==> config.mk <==
export PLATFORM = sky130hd
export DESIGN_NAME = cache_array_ctrl
export DESIGN_NICKNAME = d
export VERILOG_FILES = /design/src/rtl/data_cache_pkg.sv /design/src/rtl/cache_array_ctrl.sv
export SDC_FILE = /design/constraint.sdc
export NUM_CORES = 1
export LEC_CHECK = 0
export BUFFER_PORTS_ARGS = -buffer_cell sky130_fd_sc_hd__buf_2
export CAP_MARGIN = 20
export CELL_PAD_IN_SITES_DETAIL_PLACEMENT = 1
export CELL_PAD_IN_SITES_GLOBAL_PLACEMENT = 2
export CORE_UTILIZATION = 27
export CTS_CLUSTER_DIAMETER = 40
export CTS_CLUSTER_SIZE = 10
export DETAILED_ROUTE_END_ITERATION = 8
export PLACE_DENSITY_LB_ADDON = 0.1
export SLEW_MARGIN = 20
export SYNTH_ARGS = -nofsm -noshare
export SYNTH_HDL_FRONTEND = slang
export SYNTH_SLANG_ARGS = --single-unit
==> constraint.sdc <==
create_clock -name clock -period 5.1 [get_ports clock]
set_input_delay 0 -clock clock [delete_from_list [all_inputs] [get_ports clock]]
set_output_delay 0 -clock clock [all_outputs]
set_load 0.03 [all_outputs]
==> src/rtl/data_cache_pkg.sv <==
// Shared definitions for the data-cache array sequencer: state encodings
// and the default entry/index widths.
package data_cache_pkg;

    typedef enum logic [1:0] {
        CA_INIT  = 2'd0,
        CA_RUN   = 2'd1,
        CA_FLUSH = 2'd2
    } ca_state_t;

    localparam int DC_DATA_WIDTH = 19;
    localparam int DC_ADDR_WIDTH = 8;

endpackage

==> src/rtl/cache_array_ctrl.sv <==
// Sequencer in front of a 1W/1R tag/data BRAM: clears every entry after reset
// and on flush, otherwise passes reads/writes through and bypasses same-address collisions.
module cache_array_ctrl
    import data_cache_pkg::*;
#(
    parameter int DATA_WIDTH = DC_DATA_WIDTH,
    parameter int ADDR_WIDTH = DC_ADDR_WIDTH,
    parameter logic [DATA_WIDTH-1:0] CLEAR_VALUE = '0
) (
    input  logic                  clock,
    input  logic                  aclr,
    output logic                  ready,
    input  logic                  flush_req,
    output logic                  flush_done,
    input  logic                  rd_req,
    input  logic [ADDR_WIDTH-1:0] rd_addr,
    output logic                  rd_valid,
    output logic [DATA_WIDTH-1:0] rd_data,
    input  logic                  wr_en,
    input  logic [ADDR_WIDTH-1:0] wr_addr,
    input  logic [DATA_WIDTH-1:0] wr_data,
    output logic [ADDR_WIDTH-1:0] bram_rdaddress,
    output logic                  bram_rden,
    output logic [ADDR_WIDTH-1:0] bram_wraddress,
    output logic                  bram_wren,
    output logic [DATA_WIDTH-1:0] bram_data,
    input  logic [DATA_WIDTH-1:0] bram_q
);

    localparam logic [ADDR_WIDTH-1:0] LAST_INDEX = '1;

    ca_state_t             state, state_next;
    logic [ADDR_WIDTH-1:0] counter, counter_next;
    logic                  pending, pending_next;
    logic                  flush_done_next;
    logic                  bypass_sel;
    logic [DATA_WIDTH-1:0] bypass_data;
    logic                  collision;

    assign ready = (state == CA_RUN);

    // The BRAM's read-during-write result is undefined, so a same-cycle
    // same-index read is answered from the captured write data instead.
    assign collision = ready && rd_req && wr_en && (rd_addr == wr_addr);
    assign rd_data   = bypass_sel ? bypass_data : bram_q;

    always_ff @(posedge clock or posedge aclr) begin
        if (aclr) begin
            state       <= CA_INIT;
            counter     <= '0;
            pending     <= 1'b0;
            flush_done  <= 1'b0;
            rd_valid    <= 1'b0;
            bypass_sel  <= 1'b0;
            bypass_data <= '0;
        end else begin
            state       <= state_next;
            counter     <= counter_next;
            pending     <= pending_next;
            flush_done  <= flush_done_next;
            rd_valid    <= rd_req && ready;
            bypass_sel  <= collision;
            if (collision) begin
                bypass_data <= wr_data;
            end
        end
    end

    always_comb begin
        state_next      = state;
        counter_next    = counter;
        pending_next    = pending;
        flush_done_next = 1'b0;
        bram_wren       = 1'b0;
        bram_wraddress  = wr_addr;
        bram_data       = wr_data;
        bram_rden       = 1'b0;
        bram_rdaddress  = rd_addr;

        case (state)
            CA_RUN: begin
                bram_wren = wr_en;
                bram_rden = rd_req;
                if (flush_req) begin
                    state_next   = CA_FLUSH;
                    pending_next = 1'b1;
                    counter_next = '0;
                end
            end
            CA_INIT, CA_FLUSH: begin
                bram_wren      = 1'b1;
                bram_wraddress = counter;
                bram_data      = CLEAR_VALUE;
                if (flush_req) begin
                    pending_next = 1'b1;
                end
                // A flush requested during any sweep is answered by that sweep.
                if (counter == LAST_INDEX) begin
                    state_next      = CA_RUN;
                    counter_next    = '0;
                    flush_done_next = pending || flush_req;
                    pending_next    = 1'b0;
                end else begin
                    counter_next = counter + 1'b1;
                end
            end
            default: begin
                state_next   = CA_INIT;
                counter_next = '0;
            end
        endcase
    end

endmodule
==> metrics.log, run 1 <==
[metrics] CP required: between 5 and 6 ns
[metrics] post-synth top area share: 0.405
[metrics] number of failing hold endpoints at the final stage: 0
[metrics] Net count, final: roughly 380
[metrics] max-cap check violation count: 0
[metrics] maximum count of clock buffers along a single path: 2
[metrics] CP Capture Type: register
[metrics] proportion of synthesized chip area in sequential cells: 0.405
[metrics] count of antenna diodes in the layout: 0
[metrics] number of port buffers: 117
[metrics] floorplan die area: roughly 7900 sq um
[metrics] total I/O pin count: between 100 and 150
[metrics] H-tree Lvls: 2
[metrics] critical-path cell list: nand3b_1, nor4bb_1, and3_1, mux2_2
[metrics] Max-Slew Margin vs Limit: 0.254
[metrics] weighted congestion reported at the end of routability-driven placement: approximately 0.7
[metrics] sink count of the clock tree: 33
[metrics] initial antenna violation count: 0
[metrics] leading area contributor after synthesis: sky130_fd_sc_hd__dfrtp_1
[metrics] number of global-route vias before repair: between 1.5k and 2k
[metrics] arrival time at the worst endpoint: 2.53 ns
[metrics] wire length on met2: 2860 um
[metrics] estimated wirelength of the detail-placed design: 4360 um
[metrics] post-route clock period utilization: 0.463
[metrics] WL final: 5840 um
[metrics] maximum achievable frequency: 424 MHz
[metrics] buffer cell driving the clock tree root: sky130_fd_sc_hd__clkbuf_8
[metrics] most area-consuming cells after synthesis: sky130_fd_sc_hd__dfrtp_1 (40%), sky130_fd_sc_hd__mux2_2 (19%), sky130_fd_sc_hd__mux2_4 (7.4%), sky130_fd_sc_hd__and2_1 (5.8%), sky130_fd_sc_hd__xor2_1 (3.0%)
[metrics] path type of the worst min-delay path: primary input to register
[metrics] highest layer used for signal routing: met4
[metrics] Slowest Stage Delay on Critical Path: 0.93 ns
[metrics] met3 wire length: around 350 um
[metrics] num rows: 31
[metrics] Antenna Violating Nets Remaining: 0
[metrics] synth unique cells: 30
[metrics] Worst setup startpoint: state[1]$_DFFE_PP0P_
[metrics] number of buffers added for setup after CTS: 0
[metrics] worst clock skew: between 0.006 and 0.007 ns
[metrics] yosys warns: 0
[metrics] Skew-Pair Late Insertion Delay: 0.28 ns
[metrics] Via Count: approximately 1.8k
[metrics] setup_tns: 0 ns
[metrics] TritonCTS Buffers: 5
[metrics] crit path launch type: register
[metrics] area after detailed placement: around 2600 sq um
[metrics] total grt overflow: 0
[metrics] Iteration-0 DRC Markers: 46
[metrics] post-synthesis cell count: 186
[metrics] post-cts resize count: 0
[metrics] WL/cell: 14.0 um
[metrics] hold-fix buffer count after cts: 22
[metrics] unrepaired setup endpoints after global routing: false
[metrics] transition time at the pin with the least slew margin: around 1.1 ns
[metrics] area growth from synthesis to final layout: 47.1%
[metrics] total power density per cell area: 218 nW/um^2
[metrics] clock-pin slew on the worst setup and hold paths: 0.07 ns
[metrics] Post-Place Setup Slack: ~2.7 ns
[metrics] final number of setup-violating endpoints: 0
[metrics] initial cell density of the core: 0.280
[metrics] Critical Path Fanout Max: 19
[metrics] worst-case hold slack: 0.0371 ns
[metrics] worst path buffer plus inverter count: 0
[metrics] GR Util All Layers: 0.152
[metrics] area of all placed cells without fillers: roughly 3000 sq um
[metrics] die width: between 80 and 90 um
[metrics] height of the chip: a little under 90 um
[metrics] status: completed
[metrics] category of cells accounting for the largest share of critical-path delay: simple AND/OR/NAND/NOR gates
[metrics] Hold Path Origin: rd_req
[metrics] syn nets: approximately 250
[metrics] Post-Synthesis Mean Instance Area: 11.0 sq um
[metrics] wire length on met1: between 2000 and 3000 um
[metrics] length of the first detailed-routing pass in iterations: 4
[metrics] clock tree from TritonCTS: yes
[metrics] Final Slew Violations: 0
[metrics] flip-flop and latch count after synthesis: 33
[metrics] CP max-delay cell: sky130_fd_sc_hd__and3_1
[metrics] vias per cell: 4.41
[metrics] Reg2Reg Launch Point: state[1]$_DFFE_PP0P_
[metrics] static leakage: 1.55 nW
[metrics] Cell Area, Synth: between 2000 and 2500 sq um
[metrics] layout cell share with drive strength beyond 1: 0.544
[metrics] Worst IR Drop VDD: 0.0877 mV
[metrics] worst path setup slack after routing: 2.74 ns
[metrics] core outline area: around 7300 sq um
[metrics] wire length of the first global-routing pass: 8950 um
[metrics] pin count of the biggest net entering global routing: 40
[metrics] share of the core filled with cells in the final layout: 0.411
[metrics] DR DRC count: 0
[metrics] Setup Crit Path Kind: register to register
[metrics] minimum clock period after layout: 2.36 ns
flip-flops by register name, indices dropped and copies added, names as in the netlist:
register,flops
state,2
pending,1
flush_done,1
rd_valid,1
bypass_data,19
bypass_sel,1
counter,8
worst min-delay path, delay by kind of cell:
| family | cells | cell delay (ns) |
|---|---|---|
| buf+inv | 2 | 0.18 |
| simple gates | 1 | 0.10 |
through the flow:
| stage | cells | power [W] |
|---|---|---|
| after floorplan | 186 | 0.000315 |
| after global placement | 387 | 0.000350 |
| after detailed placement | 387 | 0.000351 |
| after CTS | 417 | 0.000666 |
| after global routing | 417 | 0.000686 |
| final | 417 | 0.000654 |
power breakdown:
group / internal [W] / switching (W)
combinational: 0.0000451 / 0.0000514
clock: 0.000194 / 0.000102
sequential: 0.000262 / 0.0000000000000000000172
total: 0.000501 / 0.000153
synth_stat cells, drive strengths merged:
| cell | count |
|---|---|
| a41o | 1 |
| xor2 | 7 |
| nor3 | 4 |
| a21oi | 1 |
| and4 | 1 |
| dfrtp | 33 |
| ha | 1 |
| mux2 | 45 |
| o21ai | 10 |
| o21a | 1 |
| nand3b | 1 |
| inv | 5 |
| a21o | 3 |
| nand2 | 13 |
| nor2 | 3 |
| buf | 11 |
| nor2b | 2 |
| nor4b | 1 |
| and3 | 2 |
| nor4bb | 1 |
| nand2b | 3 |
| nand3 | 5 |
| clkbuf | 6 |
| nor4 | 3 |
| xnor2 | 4 |
| and2 | 19 |
routing by layer:
metal | global-route usage | up-vias
li1 | - | 895
met2 | 0.263 | 68
met5 | 0 | -
met1 | 0.189 | 874
met3 | 0.0397 | 4
met4 | 0.0396 | 0
cell type report:
cell class              count  area [sq um]
multi-input cells         131          1080
inverters                   5          18.8
clock buffers               5          68.8
repair buffers            141           821
fillers                   881          4290
flip-flops and latches     33           826
well taps                  99           124
clock inverters             3          65.1
kinds of logic (layout without fill, tap and decap cells):
group                      count (synthesis)  in the layout  share of synthesized area
DFF                                       33             33                      0.405
AOI/OAI and AO/OA                         16             16                     0.0466
muxes                                     45             45                      0.267
buffers and inverters                     22            154                     0.0675
adders and majority gates                  1              1                    0.00613
and+or+nand+nor                           58             58                      0.161
xor gates and xnor gates                  11             11                     0.0472
placed cells by master, fill, tap and decap left out, types with 2 or more instances in the layout:
master and instances:
sky130_fd_sc_hd__clkbuf_8 5, sky130_fd_sc_hd__mux2_4 10, sky130_fd_sc_hd__mux2_2 35, sky130_fd_sc_hd__a21o_1 3, sky130_fd_sc_hd__nand2_1 13, sky130_fd_sc_hd__dlygate4sd3_1 22, sky130_fd_sc_hd__nand2b_1 3, sky130_fd_sc_hd__and3_1 2
sky130_fd_sc_hd__buf_4 2, sky130_fd_sc_hd__dfrtp_1 33, sky130_fd_sc_hd__nand3_1 5, sky130_fd_sc_hd__nor2_1 3, sky130_fd_sc_hd__nor3_1 4, sky130_fd_sc_hd__nor4_1 3, sky130_fd_sc_hd__xnor2_1 4, sky130_fd_sc_hd__buf_2 117
sky130_fd_sc_hd__xor2_1 7, sky130_fd_sc_hd__nor2b_1 2, sky130_fd_sc_hd__o21ai_0 10, sky130_fd_sc_hd__bufinv_16 2, sky130_fd_sc_hd__and2_1 19, sky130_fd_sc_hd__inv_1 5
final timing paths:
check | to | slack [ns] | cells after the start
hold reg to reg | flush_done$_DFF_PP0_ | 0.50 | 1
hold / removal | rd_valid$_DFF_PP0_ | 0.04 | 3
setup / recovery | bypass_data[17]$_DFFE_PP0P_ | 2.74 | 4
max in group asynchronous | counter[6]$_DFFE_PP0P_ | 4.43 | 4
min in group asynchronous | bypass_data[6]$_DFFE_PP0P_ | 0.35 | 4
setup reg to reg | bypass_data[17]$_DFFE_PP0P_ | 2.74 | 4
Power figures use the tool's default switching activity.
==> run 2: changes to the inputs <==
--- a/config.mk
+++ b/config.mk
@@ -9,7 +9,7 @@
 export CAP_MARGIN = 20
 export CELL_PAD_IN_SITES_DETAIL_PLACEMENT = 1
 export CELL_PAD_IN_SITES_GLOBAL_PLACEMENT = 2
-export CORE_UTILIZATION = 27
+export CORE_UTILIZATION = 25
 export CTS_CLUSTER_DIAMETER = 40
 export CTS_CLUSTER_SIZE = 10
 export DETAILED_ROUTE_END_ITERATION = 8
==> constraint.sdc (replaced) <==
create_clock -name clock -period 2.3 [get_ports clock]
set_input_delay 0 -clock clock [delete_from_list [all_inputs] [get_ports clock]]
set_output_delay 0 -clock clock [all_outputs]
set_load 0.03 [all_outputs]
==> run 2 against run 1 <==
  * Sequential power is 120% higher
  * Sequential cell count unchanged
  * Worst hold slack got worse by 0.0077 ns
  * Routed wire length rose by 1.2%
  * Clock skew fell by 0.0028 ns
  * Critical endpoint is now bypass_data[0]$_DFFE_PP0P_
  * Largest cell class unchanged
  * Highest routed layer unchanged
==> metrics.log, run 2 (same netlist as run 1, synthesis figures left out) <==
[metrics] WL final: 5910 um (+1.2%)
[metrics] number of port buffers: 117 (unchanged)
[metrics] worst clock skew: 0.00358 ns (-0.00284 ns)
[metrics] transition time at the pin with the least slew margin: 0.535 ns (-0.584 ns)
[metrics] DP Cell Count: 392 (+1.3%)
[metrics] Worst setup startpoint: state[1]$_DFFE_PP0P_
[metrics] initial antenna violation count: 0 (unchanged)
[metrics] Worst IR Drop VDD: 0.175 mV (+100%)
[metrics] count of antenna diodes in the layout: 0 (unchanged)
[metrics] top flop regs: bypass_data (19), counter (8), state (2)
[metrics] core outline area: 7810 sq um (+7.1%)
[metrics] CP max-delay cell: sky130_fd_sc_hd__dfrtp_1
[metrics] Net count, final: 379 (+0.53%)
[metrics] Via Count: 1,834 (-0.38%)
[metrics] path type of the worst min-delay path: primary input to register
[metrics] crit path launch type: register
[metrics] CP required: 2.47 ns (-2.80 ns)
[metrics] post-cts resize count: 0 (unchanged)
[metrics] Antenna Violating Nets Remaining: 0 (unchanged)
[metrics] endpoint of the worst-slack reg-to-reg timing path: bypass_data[0]$_DFFE_PP0P_
[metrics] internal reg-to-reg setup slack: 0.45 ns (-2.29 ns)
[metrics] static leakage: 1.55 nW (-0.19%)
[metrics] Final Slew Violations: 0 (unchanged)
[metrics] number of failing hold endpoints at the final stage: 0 (unchanged)
[metrics] depth of the critical timing path with buffers and inverters included: 5 (+1)
[metrics] clock-pin slew on the worst setup and hold paths: 0.07 ns (about the same)
[metrics] Critical Path Fanout Max: 19 (unchanged)
[metrics] top library cells by usage in the layout, fill and taps aside: sky130_fd_sc_hd__buf_2 (117), sky130_fd_sc_hd__mux2_2 (35), sky130_fd_sc_hd__dfrtp_1 (33)
[metrics] category of cells accounting for the largest share of critical-path delay: simple AND/OR/NAND/NOR gates
[metrics] max FFs per register: 19 (unchanged)
[metrics] maximum count of clock buffers along a single path: 2 (unchanged)
[metrics] final number of setup-violating endpoints: 0 (unchanged)
[metrics] WL/cell: 14.0 um (about the same)
[metrics] weighted congestion reported at the end of routability-driven placement: 0.746 (+5.0%)
[metrics] arrival time at the worst endpoint: 2.02 ns (-0.51 ns)
[metrics] height of the chip: 92.3 um (+3.8%)
[metrics] layout cell share with drive strength beyond 1: 0.547 (+0.00285)
[metrics] DR DRC count: 0 (unchanged)
[metrics] die width: 92.3 um (+3.8%)
[metrics] maximum achievable frequency: 541 MHz (+28%)
[metrics] Hold Path Origin: rd_req
[metrics] worst reg2reg path depth: 5 (+1)
[metrics] num rows: 32 (+3.2%)
[metrics] worst path buffer plus inverter count: 1 (+1)
[metrics] wire length of the first global-routing pass: 9530 um (+6.5%)
[metrics] worst-case hold slack: 0.0294 ns (-0.00767 ns)
[metrics] Post-Layout Cell Count: 422 (+1.2%)
[metrics] CP Capture Type: register
[metrics] floorplan die area: 8520 sq um (+7.8%)
[metrics] Max-Slew Margin vs Limit: 0.640 (+0.386)
[metrics] number of filler cells placed in the layout: 911 (+3.4%)
[metrics] Reg2Reg Launch Point: state[1]$_DFFE_PP0P_
[metrics] initial cell density of the core: 0.261 (-0.0185)
[metrics] commonest non-fill, non-tap cell in the layout: sky130_fd_sc_hd__buf_2
[metrics] minimum clock period after layout: 1.85 ns (-0.514 ns)
[metrics] Largest Register: bypass_data
[metrics] Iteration-0 DRC Markers: 27 (-41%)
[metrics] total power density per cell area: 431 nW/um^2 (+98%)
[metrics] sink count of the clock tree: 33 (unchanged)
[metrics] length of the first detailed-routing pass in iterations: 4 (unchanged)
[metrics] status: completed
[metrics] total grt overflow: 0 (unchanged)
[metrics] vias per cell: 4.35 (-1.6%)
[metrics] critical-path cell list: nand3b_1, nor4bb_1, and3_1, buf_4, mux2_2
[metrics] Slowest Stage Delay on Critical Path: 0.41 ns (-0.52 ns)
[metrics] pin count of the biggest net entering global routing: 40 (unchanged)
[metrics] post-route clock period utilization: 0.803 (+0.340)
[metrics] number of global-route vias before repair: 1,912 (+5.2%)
[metrics] destination of the worst hold path: rd_valid$_DFF_PP0_
[metrics] unrepaired setup endpoints after global routing: false
[metrics] estimated wirelength of the detail-placed design: 4270 um (-2.0%)
[metrics] GR Util All Layers: 0.145 (-0.00752)
[metrics] buffer cell driving the clock tree root: sky130_fd_sc_hd__clkbuf_8
[metrics] max-cap check violation count: 0 (unchanged)
[metrics] total I/O pin count: 118 (unchanged)
[metrics] Skew-Pair Late Insertion Delay: 0.28 ns (about the same)
[metrics] Setup Crit Path Kind: register to register
[metrics] area growth from synthesis to final layout: 46.4%
[metrics] TritonCTS Buffers: 5 (unchanged)
[metrics] setup_tns: 0 ns (unchanged)
[metrics] hold path depth: 3 (unchanged)
[metrics] clock tree from TritonCTS: yes
[metrics] H-tree Lvls: 2 (unchanged)
-- run 2: timing repair --
item,in CTS,in global routing
hold buffers,22,0
hold endpoints to repair,55,0
setup buffers,0,0
-- run 2: worst max path at each step --
stage	endpoint	slack, ns
floorplan	bypass_data[10]$_DFFE_PP0P_	0.64
global placement	bypass_data[4]$_DFFE_PP0P_	0.50
detailed placement	bypass_data[0]$_DFFE_PP0P_	0.45
CTS	bypass_data[0]$_DFFE_PP0P_	0.44
global route	bypass_data[0]$_DFFE_PP0P_	0.26
finish	bypass_data[0]$_DFFE_PP0P_	0.45
-- run 2: tightest hold or removal path, cell delays in order --
cell and delay [ns]:
sky130_fd_sc_hd__buf_2 0.10, sky130_fd_sc_hd__nand3b_1 0.09, sky130_fd_sc_hd__inv_1 0.08
-- run 2: power by group --
part	internal (W)	total (W)	switching, W	leakage, nW
combinational	0.0000999	0.000215	0.000115	1.06
sequential	0.000580	0.000580	0.0000000000000000000372	0.441
clock	0.000271	0.000491	0.000220	0.0542
total	0.000951	0.00129	0.000335	1.55
-- run 2: final cells by class --
cell class / instances / area (sq um) / share of cell area
Clock inverter: 1 / 5.00 / 0.00168
Sequential cell: 33 / 826 / 0.277
Timing Repair Buffer: 143 / 836 / 0.280
Tap cell: 102 / 128 / 0.0427
Multi-Input combinational cell: 131 / 1080 / 0.360
Inverter: 5 / 18.8 / 0.00629
Clock buffer: 7 / 96.3 / 0.0323
-- run 2: through the flow --
stage	instance area (sq um)	total power, W	worst slack, ns	utilization
global route	2990	0.00134	0.261	0.382
floorplan	2040	0.000698	0.641	-
CTS	2990	0.00131	0.439	0.382
finish	2990	0.00129	0.453	0.382
global placement	2660	0.000779	0.504	0.341
detailed placement	2660	0.000780	0.449	0.341
-- run 2: layer usage --
metal  part of all wire  global-route usage
met2               0.51               0.254
met5                  0                   0
met4              0.013              0.0469
met3              0.054              0.0353
met1               0.43               0.172
==> run 3: changes to the inputs <==
--- a/config.mk
+++ b/config.mk
@@ -5,11 +5,12 @@
 export SDC_FILE = /design/constraint.sdc
 export NUM_CORES = 1
 export LEC_CHECK = 0
+export ABC_AREA = 1
 export BUFFER_PORTS_ARGS = -buffer_cell sky130_fd_sc_hd__buf_2
 export CAP_MARGIN = 20
 export CELL_PAD_IN_SITES_DETAIL_PLACEMENT = 1
 export CELL_PAD_IN_SITES_GLOBAL_PLACEMENT = 2
-export CORE_UTILIZATION = 25
+export CORE_UTILIZATION = 20
 export CTS_CLUSTER_DIAMETER = 40
 export CTS_CLUSTER_SIZE = 10
 export DETAILED_ROUTE_END_ITERATION = 8
==> constraint.sdc (replaced) <==
create_clock -name clock -period 1.5 [get_ports clock]
set_input_delay 0 -clock clock [delete_from_list [all_inputs] [get_ports clock]]
set_output_delay 0 -clock clock [all_outputs]
set_load 0.03 [all_outputs]
==> run 3 against run 2 <==
  * Utilization shrank 7.7 points
  * Setup slack lost 0.33 ns
  * Count of clock-buffer cells in the layout did not move
  * Non-clock buffer count grew 13
  * Clock power increased by 41%
  * Die area increased by 36%
  * Sequential power is 53% higher
  * Largest power group unchanged
  * Highest routed layer unchanged
==> metrics.log, run 3 <==
[metrics] status: completed
[metrics] pin count of the biggest net entering global routing: 38 (-5.0%)
[metrics] CP Capture Type: primary output
[metrics] total power density per cell area: 579 nW/um^2 (+35%)
[metrics] syn nets: 396 (+61%)
[metrics] Top Usage Layer GRT: met2
[metrics] share of flip-flops with an asynchronous set or reset: 1.00 (unchanged)
[metrics] total grt overflow: 0 (unchanged)
[metrics] count of antenna diodes in the layout: 0 (unchanged)
[metrics] flip-flop and latch count after synthesis: 33 (unchanged)
[metrics] top_reg_cell synth: sky130_fd_sc_hd__dfrtp_1
[metrics] Iteration-0 DRC Markers: 103 (+280%)
[metrics] die width: 108 um (+17%)
[metrics] H-tree Lvls: 2 (unchanged)
[metrics] global-route met2 utilization: 0.206 (-0.0483)
[metrics] yosys warns: 0 (unchanged)
[metrics] commonest non-fill, non-tap cell in the layout: sky130_fd_sc_hd__buf_2
[metrics] Worst setup startpoint: state[0]$_DFFE_PP0P_
[metrics] sink count of the clock tree: 33 (unchanged)
[metrics] weighted congestion reported at the end of routability-driven placement: 0.726 (-2.7%)
[metrics] Antenna Violating Nets Remaining: 0 (unchanged)
[metrics] number of filler cells placed in the layout: 1,387 (+52%)
[metrics] number of failing hold endpoints at the final stage: 0 (unchanged)
[metrics] most common cell in the synthesized netlist: sky130_fd_sc_hd__nand2_1
[metrics] number of global-route vias before repair: 2,408 (+26%)
[metrics] WL final: 7600 um (+28%)
[metrics] Worst IR Drop VDD: 0.264 mV (+51%)
[metrics] WL/cell: 12.3 um (-12%)
[metrics] Net count, final: 536 (+41%)
[metrics] final number of setup-violating endpoints: 0 (unchanged)
[metrics] top library cells by usage in the layout, fill and taps aside: sky130_fd_sc_hd__buf_2 (117), sky130_fd_sc_hd__nand2_1 (84), sky130_fd_sc_hd__inv_1 (61)
[metrics] num rows: 38 (+19%)
[metrics] minimum clock period after layout: 1.38 ns
[metrics] routing usage on met1: 0.192 (+0.0198)
[metrics] post-route clock period utilization: 0.920
[metrics] Post-synth EDFFs: 0 (unchanged)
[metrics] setup_tns: 0 ns (unchanged)
[metrics] clock-pin slew on the worst setup and hold paths: 0.07 ns (about the same)
[metrics] clock tree from TritonCTS: yes
[metrics] Cell Area, Synth: 2240 sq um (+9.7%)
[metrics] Hold Path Origin: rd_addr[5]
[metrics] synth unique cells: 22 (-27%)
[metrics] buffer cell driving the clock tree root: sky130_fd_sc_hd__clkbuf_8
[metrics] Final Slew Violations: 0 (unchanged)
[metrics] vias per cell: 4.07 (-6.2%)
[metrics] leading area contributor after synthesis: sky130_fd_sc_hd__dfrtp_1
[metrics] initial cell density of the core: 0.205 (-0.0557)
[metrics] GR Util All Layers: 0.134 (-0.0103)
[metrics] estimated wirelength of the detail-placed design: 5590 um (+31%)
[metrics] Max-Slew Margin vs Limit: 0.698 (+0.0579)
[metrics] CP required: 1.50 ns (-0.97 ns)
[metrics] core outline area: 10,900 sq um (+39%)
[metrics] post-synthesis cell count: 336 (+81%)
[metrics] floorplan die area: 11,600 sq um (+36%)
[metrics] Setup Crit Path Kind: register to primary output
[metrics] met3 Use GR: 0.0206 (-0.0147)
[metrics] max-cap check violation count: 0 (unchanged)
[metrics] final total power: 0.00193 W (+50%)
[metrics] DR DRC count: 0 (unchanged)
[metrics] Skew-Pair Late Insertion Delay: 0.29 ns (about the same)
[metrics] maximum count of clock buffers along a single path: 2 (unchanged)
[metrics] Via Count: 2,510 (+37%)
[metrics] arrival time at the worst endpoint: 1.38 ns (-0.64 ns)
[metrics] TritonCTS Buffers: 5 (unchanged)
[metrics] Post-Synthesis Mean Instance Area: 6.66 sq um (-39%)
[metrics] proportion of synthesized chip area in sequential cells: 0.369 (-0.0358)
[metrics] wire length of the first global-routing pass: 12,000 um (+26%)
[metrics] crit path launch type: register
[metrics] transition time at the pin with the least slew margin: 0.453 ns (-0.0820 ns)
[metrics] static leakage: 1.95 nW (+26%)
[metrics] path type of the worst min-delay path: primary input to primary output
[metrics] Critical Path Fanout Max: 8 (-11)
[metrics] post-synth top area share: 0.369 (-0.0358)
[metrics] height of the chip: 108 um (+17%)
[metrics] length of the first detailed-routing pass in iterations: 4 (unchanged)
[metrics] most area-consuming cells after synthesis: sky130_fd_sc_hd__dfrtp_1 (37%), sky130_fd_sc_hd__nand2_1 (14%), sky130_fd_sc_hd__inv_1 (10%), sky130_fd_sc_hd__o21bai_1 (6.4%), sky130_fd_sc_hd__nor2_1 (5.9%)
[metrics] max FFs per register: 19 (unchanged)
[metrics] maximum achievable frequency: ~720 MHz
[metrics] worst clock skew: 0.00692 ns (+0.00333 ns)
[metrics] initial antenna violation count: 0 (unchanged)
[metrics] Reg2Reg Launch Point: counter[0]$_DFFE_PP0P_
[metrics] unrepaired setup endpoints after global routing: false
[metrics] layout cell share with drive strength beyond 1: 0.324 (-0.223)
[metrics] top flop regs: bypass_data (19), counter (8), state (2)
[metrics] worst-case hold slack: 0.277 ns (+0.248 ns)
[metrics] list of most frequent post-synthesis cells: sky130_fd_sc_hd__nand2_1 (85), sky130_fd_sc_hd__inv_1 (61), sky130_fd_sc_hd__nor2_1 (35)
[metrics] Largest Register: bypass_data
[metrics] total I/O pin count: 118 (unchanged)
[metrics] number of port buffers: 117 (unchanged)
[metrics] area growth from synthesis to final layout: 48.8%
-- run 3: cell count changes after synthesis, sizes merged, moves of 4 or more --
cell	before	now
o21bai	0	19
and2	19	0
nand2	13	87
mux2	45	0
a21oi	1	23
nor2	3	38
inv	5	65
nand3	5	25
xnor2	4	0
-- run 3: cell type report --
cell class | count | area (sq um) | area share
repair buffers | 156 | 961 | 0.289
multi-input cells | 214 | 1030 | 0.308
inverters | 66 | 253 | 0.0759
clock buffers | 7 | 86.3 | 0.0259
well taps | 140 | 175 | 0.0526
flip-flops and latches | 33 | 828 | 0.249
-- run 3: worst max-delay path, stage by stage (launching register included) --
cell and delay, ns:
sky130_fd_sc_hd__dfrtp_1 0.39, sky130_fd_sc_hd__inv_2 0.07, sky130_fd_sc_hd__buf_4 0.16, sky130_fd_sc_hd__o21ai_0 0.23, sky130_fd_sc_hd__buf_2 0.24
-- run 3: logic make-up after synthesis --
family,count (synthesis),share of synthesized area
AO/OA/AOI/OAI,55,0.145
XOR/XNOR,4,0.0157
adder cells (fa/ha/maj),1,0.00559
buffers and inverters,89,0.178
flip-flops,33,0.369
AND/OR/NAND/NOR,154,0.286
-- run 3: power by group --
part           internal [W]             switching, W
clock              0.000364                 0.000327
combinational      0.000145                 0.000204
sequential         0.000890  0.000000000000000000115
-- run 3: per-stage QoR --
| step | utilization | cells | instance area (sq um) | setup WS, ns |
|---|---|---|---|---|
| after floorplan | - | 336 | 2240 | 0.0367 |
| after global placement | 0.274 | 586 | 2990 | 0.0817 |
| after global routing | 0.306 | 616 | 3330 | 0.000601 |
| final | 0.306 | 616 | 3330 | 0.120 |
| after CTS | 0.303 | 615 | 3300 | 0.0187 |
| after detailed placement | 0.274 | 586 | 2990 | 0.0713 |
-- run 3: path summary, 6_finish.rpt --
kind	to	slack [ns]	depth (start not counted)
max in group asynchronous	bypass_sel$_DFF_PP0_	0.80	4
worst min-delay path	bram_rdaddress[5]	0.28	2
min in group asynchronous	rd_valid$_DFF_PP0_	0.35	4
worst max register to register	counter[6]$_DFFE_PP0P_	0.13	6
worst min register to register	pending$_DFFE_PP0P_	0.51	2
worst max-delay path	bram_wraddress[3]	0.12	4
-- run 3: per-layer routing --
layer  share of wire  wire length (um)
met1            0.50              3810
met2            0.44              3380
met3           0.041               311
met4           0.012                92
met5               0                 0
-- run 3: repair_timing --
action,CTS,global route
setup endpoints to repair,2,34
gates resized for setup,1,9
hold buffers,22,0
endpoints found under the hold margin,54,0
buffers inserted,0,1
